[src/rtl/uart_rx_if.sv]
// uart_rx_if: serial line in, byte out with valid/ready and error pulses.
interface uart_rx_if;
  logic       rx;
  logic [7:0] data;
  logic       valid;
  logic       ready;
  logic       frame_err;
  logic       overrun;
  modport slave (input rx, ready, output data, valid, frame_err, overrun);
  modport master(output rx, ready, input data, valid, frame_err, overrun);
endinterface

[src/rtl/uart_rx.sv]
// uart_rx: 8N1 MSB-first receiver with a one-deep output register.
module uart_rx #(
  parameter int CLKS_PER_BIT = 1
) (
  input logic     CLK,
  input logic     RESET,
  uart_rx_if.slave bus
);
  typedef enum logic [2:0] {IDLE, START, DATA, STOP, BRK} state_t;
  localparam int         MID    = (CLKS_PER_BIT - 1) / 2;
  localparam logic [7:0] LAST   = 8'(CLKS_PER_BIT - 1);
  localparam logic [7:0] MID_M1 = 8'(MID == 0 ? 0 : MID - 1);
  state_t     state_q, state_d;
  logic [2:0] bit_q, bit_d;
  logic [7:0] baud_q, baud_d;
  logic [7:0] shift_q, shift_d;
  logic [7:0] data_q, data_d;
  logic       valid_q, valid_d;
  logic       ferr_q, ferr_d;
  logic       ovr_q, ovr_d;
  logic       good, bad;
  always_ff @(posedge CLK or posedge RESET) begin
    if (RESET) begin
      state_q <= IDLE;
      bit_q   <= 3'd7;
      baud_q  <= 8'd0;
      shift_q <= 8'd0;
      data_q  <= 8'd0;
      valid_q <= 1'b0;
      ferr_q  <= 1'b0;
      ovr_q   <= 1'b0;
    end else begin
      state_q <= state_d;
      bit_q   <= bit_d;
      baud_q  <= baud_d;
      shift_q <= shift_d;
      data_q  <= data_d;
      valid_q <= valid_d;
      ferr_q  <= ferr_d;
      ovr_q   <= ovr_d;
    end
  end
  // baud_q counts clocks since the last sample; START waits to mid-bit, DATA/STOP a full bit.
  always_comb begin
    state_d = state_q;
    bit_d   = bit_q;
    baud_d  = baud_q + 8'd1;
    shift_d = shift_q;
    good    = 1'b0;
    bad     = 1'b0;
    case (state_q)
      IDLE: begin
        baud_d = 8'd0;
        if (!bus.rx) begin
          state_d = (MID == 0) ? DATA : START;
          bit_d   = 3'd7;
        end
      end
      START: if (baud_q == MID_M1) begin
        baud_d  = 8'd0;
        state_d = bus.rx ? IDLE : DATA;
      end
      DATA: if (baud_q == LAST) begin
        baud_d         = 8'd0;
        shift_d[bit_q] = bus.rx;
        bit_d          = bit_q - 3'd1;
        if (bit_q == 3'd0) state_d = STOP;
      end
      STOP: if (baud_q == LAST) begin
        baud_d  = 8'd0;
        bit_d   = 3'd7;
        good    = bus.rx;
        bad     = !bus.rx;
        state_d = bus.rx ? IDLE : BRK;
      end
      BRK: begin
        baud_d = 8'd0;
        if (bus.rx) state_d = IDLE;
      end
      default: state_d = IDLE;
    endcase
    valid_d = good | (valid_q & ~bus.ready);
    data_d  = (good & (~valid_q | bus.ready)) ? shift_q : data_q;
    ovr_d   = good & valid_q & ~bus.ready;
    ferr_d  = bad;
  end
  always_comb begin
    bus.data      = data_q;
    bus.valid     = valid_q;
    bus.frame_err = ferr_q;
    bus.overrun   = ovr_q;
  end
endmodule

[src/flat_wrapper.sv]
// flat-port wrapper written by rule: the top's interface ports become plain ports
module uart_rx_flat 
#(
  parameter int CLKS_PER_BIT = 1
)
  (CLK, RESET, bus_rx, bus_ready, bus_data, bus_valid, bus_frame_err, bus_overrun);
  uart_rx_if bus_i ();
  input logic CLK;
  input logic RESET;
  input wire logic [$bits(bus_i.rx)-1:0] bus_rx;
  input wire logic [$bits(bus_i.ready)-1:0] bus_ready;
  output wire logic [$bits(bus_i.data)-1:0] bus_data;
  output wire logic [$bits(bus_i.valid)-1:0] bus_valid;
  output wire logic [$bits(bus_i.frame_err)-1:0] bus_frame_err;
  output wire logic [$bits(bus_i.overrun)-1:0] bus_overrun;
  assign bus_i.rx = bus_rx;
  assign bus_i.ready = bus_ready;
  assign bus_data = bus_i.data;
  assign bus_valid = bus_i.valid;
  assign bus_frame_err = bus_i.frame_err;
  assign bus_overrun = bus_i.overrun;
  uart_rx #(.CLKS_PER_BIT(CLKS_PER_BIT)) u_core (.CLK(CLK), .RESET(RESET), .bus(bus_i));
endmodule
[config.mk]
export PLATFORM = sky130hd
export DESIGN_NAME = uart_rx_flat
export DESIGN_NICKNAME = d
export VERILOG_FILES = /design/src/rtl/uart_rx_if.sv /design/src/rtl/uart_rx.sv /design/src/flat_wrapper.sv
export SDC_FILE = /design/constraint.sdc
export NUM_CORES = 1
export LEC_CHECK = 0
export BUFFER_PORTS_ARGS = -buffer_cell sky130_fd_sc_hd__buf_4
export CORE_ASPECT_RATIO = 0.8
export CORE_MARGIN = 2
export CORE_UTILIZATION = 50
export CTS_BUF_LIST = sky130_fd_sc_hd__clkbuf_2
export DETAILED_ROUTE_END_ITERATION = 10
export PLACE_DENSITY = 0.66
export SLEW_MARGIN = 30
export SYNTH_ARGS = -nofsm -noshare
export SYNTH_HDL_FRONTEND = slang
export SYNTH_SLANG_ARGS = --single-unit
[constraint.sdc]
create_clock -name CLK -period 4.65 [get_ports CLK]
set_input_delay 0.2325 -clock CLK [delete_from_list [all_inputs] [get_ports CLK]]
set_output_delay 0.2325 -clock CLK [all_outputs]
set_load 0.03 [all_outputs]
==> results of run 1 <==
## what timing repair did
item                                   in CTS  in global routing
resized for setup                           0                  0
hold buffers                                1                  0
endpoints found under the hold margin      30                  0
## placed cells by master (no fill, tap or decap), types with 2 or more instances in the layout
cell / instances
dfrtp_1: 30
mux2_2: 8
inv_1: 9
nor4bb_1: 2
mux2_4: 8
xor2_1: 2
nand3_1: 7
buf_4: 15
a21oi_1: 6
mux2i_1: 2
nand4_1: 10
o21ai_0: 4
nor2b_1: 3
clkbuf_2: 8
nor3_1: 4
dfstp_2: 3
or3_1: 3
ha_1: 4
nand2_1: 3
nor4b_1: 2
nor2_1: 8
## flip-flops by register name (all words and copies together), names as in the netlist
signal / flops
u_core.baud_q: 8
u_core.bus.frame_err: 1
u_core.shift_q: 8
u_core.bus.data: 8
u_core.bit_q: 3
u_core.state_q: 3
u_core.bus.overrun: 1
u_core.bus.valid: 1
## area by class of cell
| type | instances | area share, % |
|---|---|---|
| Timing Repair Buffer | 16 | 6.71 |
| Clock buffer | 8 | 2.19 |
| Tap cell | 40 | 2.74 |
| Sequential cell | 33 | 45.4 |
| Multi-Input combinational cell | 93 | 41.1 |
| Inverter | 9 | 1.85 |
## per-layer routing
metal  wire [um]  global-route usage [%]  up-vias
met5           0                       0        -
met1        1530                    28.9      529
met4          49                    9.43        0
met2        1390                    24.5       38
met3         157                    5.70        5
li1            -                       -      552
## worst max-delay path by stage
stage	slack, ns	end	cells past startpoint
after CTS	2.25	u_core.bus.data[6]$_DFFE_PP0P_	5
after global placement	2.41	u_core.bus.data[7]$_DFFE_PP0P_	3
final	2.27	u_core.bus.data[6]$_DFFE_PP0P_	5
after global routing	2.00	u_core.bus.data[7]$_DFFE_PP0P_	5
after detailed placement	2.27	u_core.bus.data[6]$_DFFE_PP0P_	5
after floorplan	2.94	u_core.bus.data[0]$_DFFE_PP0P_	4
## critical path, stage by stage (launching register included)
cell	delay, ns
dfrtp_1	0.46
inv_1	0.08
ha_1	0.19
nor4b_2	0.38
nand4bb_1	0.64
mux2_4	0.51
## cells by family after synthesis
family	after synthesis	share of synthesized area, %
buffers and inverters	16	4.19
and+or+nand+nor	52	20.1
adders and majority gates	4	3.05
xor gates and xnor gates	3	1.60
AOI/OAI and AO/OA	16	6.48
DFF	33	50.6
muxes	18	14.0
## stage by stage
stage	cells	utilization, %	power (mW)	hold slack, ns	setup WS (ns)
final	199	58.8	1.12	0.106	2.27
after global routing	199	58.8	1.20	0.0806	2.00
after CTS	199	58.8	1.13	0.0959	2.25
after detailed placement	190	57.2	0.990	0.355	2.27
after global placement	190	56.9	0.974	0.345	2.41
after floorplan	142	-	0.851	0.316	2.94
## power breakdown
part	total (mW)	internal [mW]	switching (mW)	leakage (nW)
logic	0.498	0.243	0.255	0.412
clock network	0.142	0.0443	0.0973	0.0332
registers	0.483	0.396	0.0869	0.415
==> key figures, run 1 <==
Synthesis
  • Mapped Avg Cell Area: 11.6 sq um
  • Synth top cells by count: 30 x dfrtp_1, 10 x nand4_1, 9 x inv_1
  • Ys flop type: dfrtp_1
  • Main area contributors after synthesis: dfrtp_1 46%, mux2_4 7.3%, mux2_2 5.5%, dfstp_2 4.8%, nand4_1 3.8%
  • Synth warn: 0
  • Number of distinct library cells after synthesis: 39
  • Synthesized Nets: 150
  • Top-count cell post-synth: dfrtp_1
  • Post-synth EDFFs: 0
  • Top-area cell type share of the netlist area: 45.8%
  • Mapped Area: 1640 sq um
  • Seq/Total Area, Yosys: 50.6%
  • Fraction of registers with async set/reset: 100%
  • Area leader, netlist: dfrtp_1
  • FF+latch count, synth: 33
  • Gate Count Post-Synth: 142

Floorplanning
  • Std cell rows: 18
  • Starting Density: 52.8%
  • Io pins: 15
  • CORE AREA: 3110 sq um
  • Die H: 55.2 um
  • Die Wd: 68.0 um
  • Die area: 3760 sq um

Final layout
  • Fill cells: 264
  • Final #Nets: 166
  • Post-Layout Inst Area: 1830 sq um
  • Area growth, synth to finish: 11.4%
  • Multi-input logic area: 751 sq um
  • N_diodes: 0
  • Seq. cell area: 830 sq um
  • Layout cell share with drive strength beyond 1: 29.6%

Setup path
  • Reg2reg start: u_core.baud_q[0]$_DFF_PP0_
  • Worst r2r dst: u_core.bus.data[6]$_DFFE_PP0P_
  • CP endpoint kind: register
  • R2R depth: 5
  • Critical Path Start: u_core.baud_q[0]$_DFF_PP0_
  • Worst path arrival time: 2.67 ns
  • WP data required: 4.94 ns
  • Startpoint type of the worst setup path: register
  • Reg2reg setup slack: 2.27 ns
  • Critical path peak fanout: 8
  • CP Class: reg -> reg

Detailed routing
  • Wire length per cell: 15.7 um
  • Drt total wl: 3.12 mm
  • DR pass1 iterations: 7
  • Initial DRC Count: 110
  • DRC Markers: 0
  • Via count: 1124
  • Antenna viol nets, final: 0
  • Vias per cell: 5.65

Clock network
  • Root buffer cell: clkbuf_2
  • CTS max path bufs: 2
  • CTS tree: yes
  • H-tree depth: 2
  • Clock transition at path regs: 0.15 ns
  • Total CTS buffers: 5
  • Skew-Pair Late Insertion Delay: 0.39 ns
  • TritonCTS sink count: 33
  • Post-CTS setup buffers: 0

Placed design
  • Placed inst area: 1780 sq um
  • Final GP Congestion: 0.864
  • IO Port Bufs: 14
  • DPL Wire Length: 2.19 mm

Power and ir drop
  • Max IR drop VDD: 0.000309 V
  • Leak: 0.861 nW
  • Pwr dens: 614 nW/um^2

GRT
  • Largest net degree at the start of global routing: 34
  • Total overflow reported by the global router: 0
  • Global-route wire length before repair: 5.24 mm
  • Overall Global Routing Usage: 19.1%
  • Number of global-route vias before repair: 1072
  • Initial antenna violation count: 0

STA
  • FMAX: 0.420 GHz
  • Endpoints failing setup: 0
  • Slew headroom: 52.0%
  • Setup clock skew after layout: 0.0130 ns
  • Final hold vios: 0
  • Post-layout min period: 2.38 ns
  • Total Neg Setup Slack: 0 ns
  • Final Slew Violations: 0
  • Worst Max-Slew Pin Slew: 0.711 ns
  • Unrepaired setup endpoints after global routing: no
  • Tcrit/Tclk final: 51.1%

Worst hold path
  • Worst Min Path Start: bus_rx
  • Cells on Worst Hold Path: 2
  • HP Class: in -> reg
  • WHS Endpoint: u_core.state_q[2]$_DFFE_PP0P_

Job
  • Max Cap Viol: 0

Outcome
  • Outcome: completed
No activity file was read; power rests on OpenSTA's default activity.
==> run 2: changes to the inputs <==
- ABC_AREA: default -> 1
- PLACE_DENSITY: 0.66 -> 0.68
- clock period: 4.65 -> 1.9 ns (I/O delays scaled with it)
==> run 2 against run 1 <==
  * Combinational power increased to 3.0 times the previous value
  * First-iteration DRC count shrank 9.1%
  * Maximum frequency rose by 47%
  * Core utilization down 0.95 points
  * Register-to-register slack got worse by 2.0 ns
  * Largest power group unchanged
  * Sequential power increased by 150%
  * Final cell count up 46%
  * Clock power rose by 120%
  * Cell area rose by 9.9%
  * Via count up 28%
  * Sequential share of layout area shrank 4.1 points
  * Hold slack better by 0.11 ns
==> key figures, run 2 <==
Outcome
  • Outcome: completed (unchanged)

Power and ir drop
  • Clock Power Share: 10.5% (was 12.6%)
  • Switching Share: 47.8% (was 39.1%)
  • Leak: 1.09 nW (was 0.861 nW)
  • Part of the total power dissipated in combinational logic: 49.9% (was 44.4%)
  • Flop pwr share: 39.6% (was 43.0%)
  • Internal Power: 1.57 mW (was 683 uW)
  • P_sw: 1.44 mW (was 439 uW)
  • Max IR drop VDD: 0.000819 V (was 0.000309 V)
  • Pwr dens: 1500 nW/um^2 (was 614 nW/um^2)

Synthesis
  • FF+latch count, synth: 33 (unchanged)
  • Post-synth EDFFs: 0 (unchanged)
  • Synth top cells by count: 76 x nand2_1, 30 x dfrtp_1, 29 x nor2_1 (was 30 x dfrtp_1, 10 x nand4_1, 9 x inv_1)
  • Mapped Avg Cell Area: 7.96 sq um (was 11.6 sq um)
  • Mapped Area: 1840 sq um (was 1640 sq um)
  • Top-area cell type share of the netlist area: 40.8% (was 45.8%)
  • Seq/Total Area, Yosys: 45.1% (was 50.6%)
  • Top-count cell post-synth: nand2_1 (was dfrtp_1)
  • Ys flop type: dfrtp_1 (unchanged)
  • Main area contributors after synthesis: dfrtp_1 41%, nand2_1 16%, nand3_1 6.3%, nor2_1 5.9%, nand4_1 5.8% (was dfrtp_1 46%, mux2_4 7.3%, mux2_2 5.5%, dfstp_2 4.8%, nand4_1 3.8%)
  • Gate Count Post-Synth: 231 (was 142)
  • Area leader, netlist: dfrtp_1 (unchanged)
  • Number of distinct library cells after synthesis: 26 (was 39)
  • Fraction of registers with async set/reset: 100% (unchanged)
  • Synthesized Nets: 239 (was 150)
  • Synth warn: 0 (unchanged)

Setup path
  • Critical path peak fanout: 7 (was 8)
  • CP Class: reg -> reg (unchanged)
  • Worst path arrival time: 1.94 ns (was 2.67 ns)
  • R2R depth: 8 (was 5)
  • Reg2reg setup slack: 0.28 ns (was 2.27 ns)
  • WP data required: 2.23 ns (was 4.94 ns)
  • Critical Path Start: u_core.bit_q[0]$_DFFE_PP1P_ (was u_core.baud_q[0]$_DFF_PP0_)
  • CP endpoint kind: register (unchanged)
  • Most used cell, CP: nand2_1
  • Critical path's slowest cell: dfstp_2 (was nand4bb_1)
  • Startpoint type of the worst setup path: register (unchanged)
  • CP Buf/Inv Count: 1 (unchanged)
  • Reg2reg start: u_core.bit_q[0]$_DFFE_PP1P_ (was u_core.baud_q[0]$_DFF_PP0_)
  • Crit-path max cell delay: 0.62 ns (was 0.64 ns)
  • Worst r2r dst: u_core.state_q[0]$_DFFE_PP0P_ (was u_core.bus.data[6]$_DFFE_PP0P_)
  • Cell Chain, Critical Path: inv_1, ha_1, ha_1, nor2_1, nor2_4, nand2_1, nand2_1, nand2_1 (was inv_1, ha_1, nor4b_2, nand4bb_1, mux2_4)
  • Top Family by Delay on Critical Path: flip-flops (was simple AND/OR/NAND/NOR gates)

Placed design
  • Final GP Congestion: 0.866 (was 0.864)
  • IO Port Bufs: 14 (unchanged)
  • DPL Wire Length: 2.48 mm (was 2.19 mm)
  • Placed inst area: 1950 sq um (was 1780 sq um)
  • Place WS: 0.307 ns (was 2.27 ns)

Job
  • Max Cap Viol: 0 (unchanged)

STA
  • Final WS setup: 0.285 ns (was 2.27 ns)
  • Final hold vios: 0 (unchanged)
  • Worst Max-Slew Pin Slew: 0.407 ns (was 0.711 ns)
  • Tcrit/Tclk final: 85.0% (was 51.1%)
  • Endpoints failing setup: 0 (unchanged)
  • Unrepaired setup endpoints after global routing: no (unchanged)
  • Total Neg Setup Slack: 0 ns (unchanged)
  • Slew headroom: 72.9% (was 52.0%)
  • Final Slew Violations: 0 (unchanged)
  • Post-layout min period: 1.62 ns (was 2.38 ns)
  • Setup clock skew after layout: 0.00444 ns (was 0.0130 ns)
  • FMAX: 0.619 GHz (was 0.420 GHz)

Clock network
  • H-tree depth: 2 (unchanged)
  • Skew-Pair Late Insertion Delay: 0.37 ns (was 0.39 ns)
  • Clock transition at path regs: 0.16 ns (was 0.15 ns)
  • Post-CTS setup buffers: 0 (unchanged)
  • Root buffer cell: clkbuf_2 (unchanged)
  • CTS tree: yes (unchanged)
  • TritonCTS sink count: 33 (unchanged)
  • CTS max path bufs: 2 (unchanged)
  • Total CTS buffers: 5 (unchanged)

Floorplanning
  • Die area: 4180 sq um (was 3760 sq um)
  • Std cell rows: 19 (was 18)
  • Die Wd: 71.8 um (was 68.0 um)
  • Starting Density: 53.0% (was 52.8%)
  • Io pins: 15 (unchanged)
  • CORE AREA: 3470 sq um (was 3110 sq um)
  • Die H: 58.2 um (was 55.2 um)

Detailed routing
  • Via count: 1439 (was 1124)
  • Antenna viol nets, final: 0 (unchanged)
  • Initial DRC Count: 100 (was 110)
  • Wire length per cell: 11.7 um (was 15.7 um)
  • DR pass1 iterations: 4 (was 7)
  • DRC Markers: 0 (unchanged)
  • Vias per cell: 4.95 (was 5.65)
  • Drt total wl: 3.40 mm (was 3.12 mm)

Final layout
  • Most frequent cells in the layout: 76 x nand2_1, 30 x dfrtp_1, 29 x nor2_1, 23 x nand3_1, 18 x inv_1 (was 30 x dfrtp_1, 15 x buf_4, 10 x nand4_1, 9 x inv_1)
  • Fill cells: 343 (was 264)
  • Area growth, synth to finish: 9.19% (was 11.4%)
  • Commonest non-fill, non-tap cell in the layout: nand2_1 (was dfrtp_1)
  • Seq. cell area: 830 sq um (unchanged)
  • Post-Layout Inst Area: 2010 sq um (was 1830 sq um)
  • Final #Nets: 256 (was 166)
  • Layout cell share with drive strength beyond 1: 15.7% (was 29.6%)
  • Final core utilization: 57.8% (was 58.8%)
  • Multi-input logic area: 872 sq um (was 751 sq um)
  • N_diodes: 0 (unchanged)

Worst hold path
  • Worst Min Path Start: bus_ready (was bus_rx)
  • Cells on Worst Hold Path: 4 (was 2)
  • WHS Endpoint: u_core.bus.overrun$_DFF_PP0_ (was u_core.state_q[2]$_DFFE_PP0P_)
  • HP Class: in -> reg (unchanged)

GRT
  • Total overflow reported by the global router: 0 (unchanged)
  • Initial antenna violation count: 0 (unchanged)
  • Overall Global Routing Usage: 18.7% (was 19.1%)
  • Global-route wire length before repair: 5.85 mm (was 5.24 mm)
  • Number of global-route vias before repair: 1236 (was 1072)
  • Largest net degree at the start of global routing: 34 (unchanged)
[run 2: timing repair]
action,CTS,global route
gates resized for setup,0,0
endpoints found under the hold margin,31,0
hold buffers,2,0
[run 2: routing by layer]
metal / vias up / global-route usage, % / part of all wire (%)
li1: 780 / - / -
met1: 629 / 28.5 / 56
met2: 24 / 24.2 / 39
met3: 6 / 6.78 / 4.4
met4: 0 / 6.47 / 1.1
met5: - / 0 / 0
[run 2: cells by family (layout without fill, tap and decap cells)]
kind of cell,Yosys count,in the layout,share of synthesized area (%)
simple gates,158,158,41.4
xor+xnor,3,3,1.43
buf+inv,29,47,7.42
flops,33,33,45.1
compound gates,4,4,1.91
fa+ha+maj,4,4,2.72
[run 2: metrics by stage]
| step | power [mW] | cells | hold WS, ns |
|---|---|---|---|
| 3_5_place_dp | 2.71 | 281 | 0.221 |
| 2_1_floorplan | 2.38 | 231 | 0.222 |
| 6_report | 3.01 | 291 | 0.217 |
| 4_1_cts | 3.03 | 291 | 0.187 |
| 3_3_place_gp | 2.67 | 281 | 0.213 |
| 5_1_grt | 3.29 | 291 | 0.226 |
[run 2: worst max-delay path by stage]
stage,endpoint,depth (start not counted)
finish,u_core.state_q[0]$_DFFE_PP0P_,8
floorplan,u_core.state_q[0]$_DFFE_PP0P_,8
CTS,u_core.state_q[0]$_DFFE_PP0P_,8
detailed placement,u_core.state_q[0]$_DFFE_PP0P_,8
global placement,u_core.state_q[0]$_DFFE_PP0P_,8
global route,u_core.state_q[1]$_DFFE_PP0P_,8
[run 2: area by class of cell]
cell class,count,area share (%)
multi-input cells,169,43.5
repair buffers,17,6.61
clock buffers,5,1.25
well taps,42,2.62
flip-flops and latches,33,41.3
clock inverters,3,0.623
inverters,22,4.11
[run 2: worst register-to-register path: stages, from the launching register on]
cell	delay, ns
dfstp_2	0.62
inv_1	0.11
ha_1	0.21
ha_1	0.18
nor2_1	0.18
nor2_4	0.07
nand2_1	0.08
nand2_1	0.05
nand2_1	0.07
[run 2: power by group through the flow]
stage	combinational [mW]	sequential, mW	clock (mW)
finish	1.50	1.19	0.315
global route	1.70	1.23	0.362
floorplan	1.04	1.34	0
CTS	1.51	1.19	0.332
global placement	1.48	1.19	0
detailed placement	1.50	1.20	0
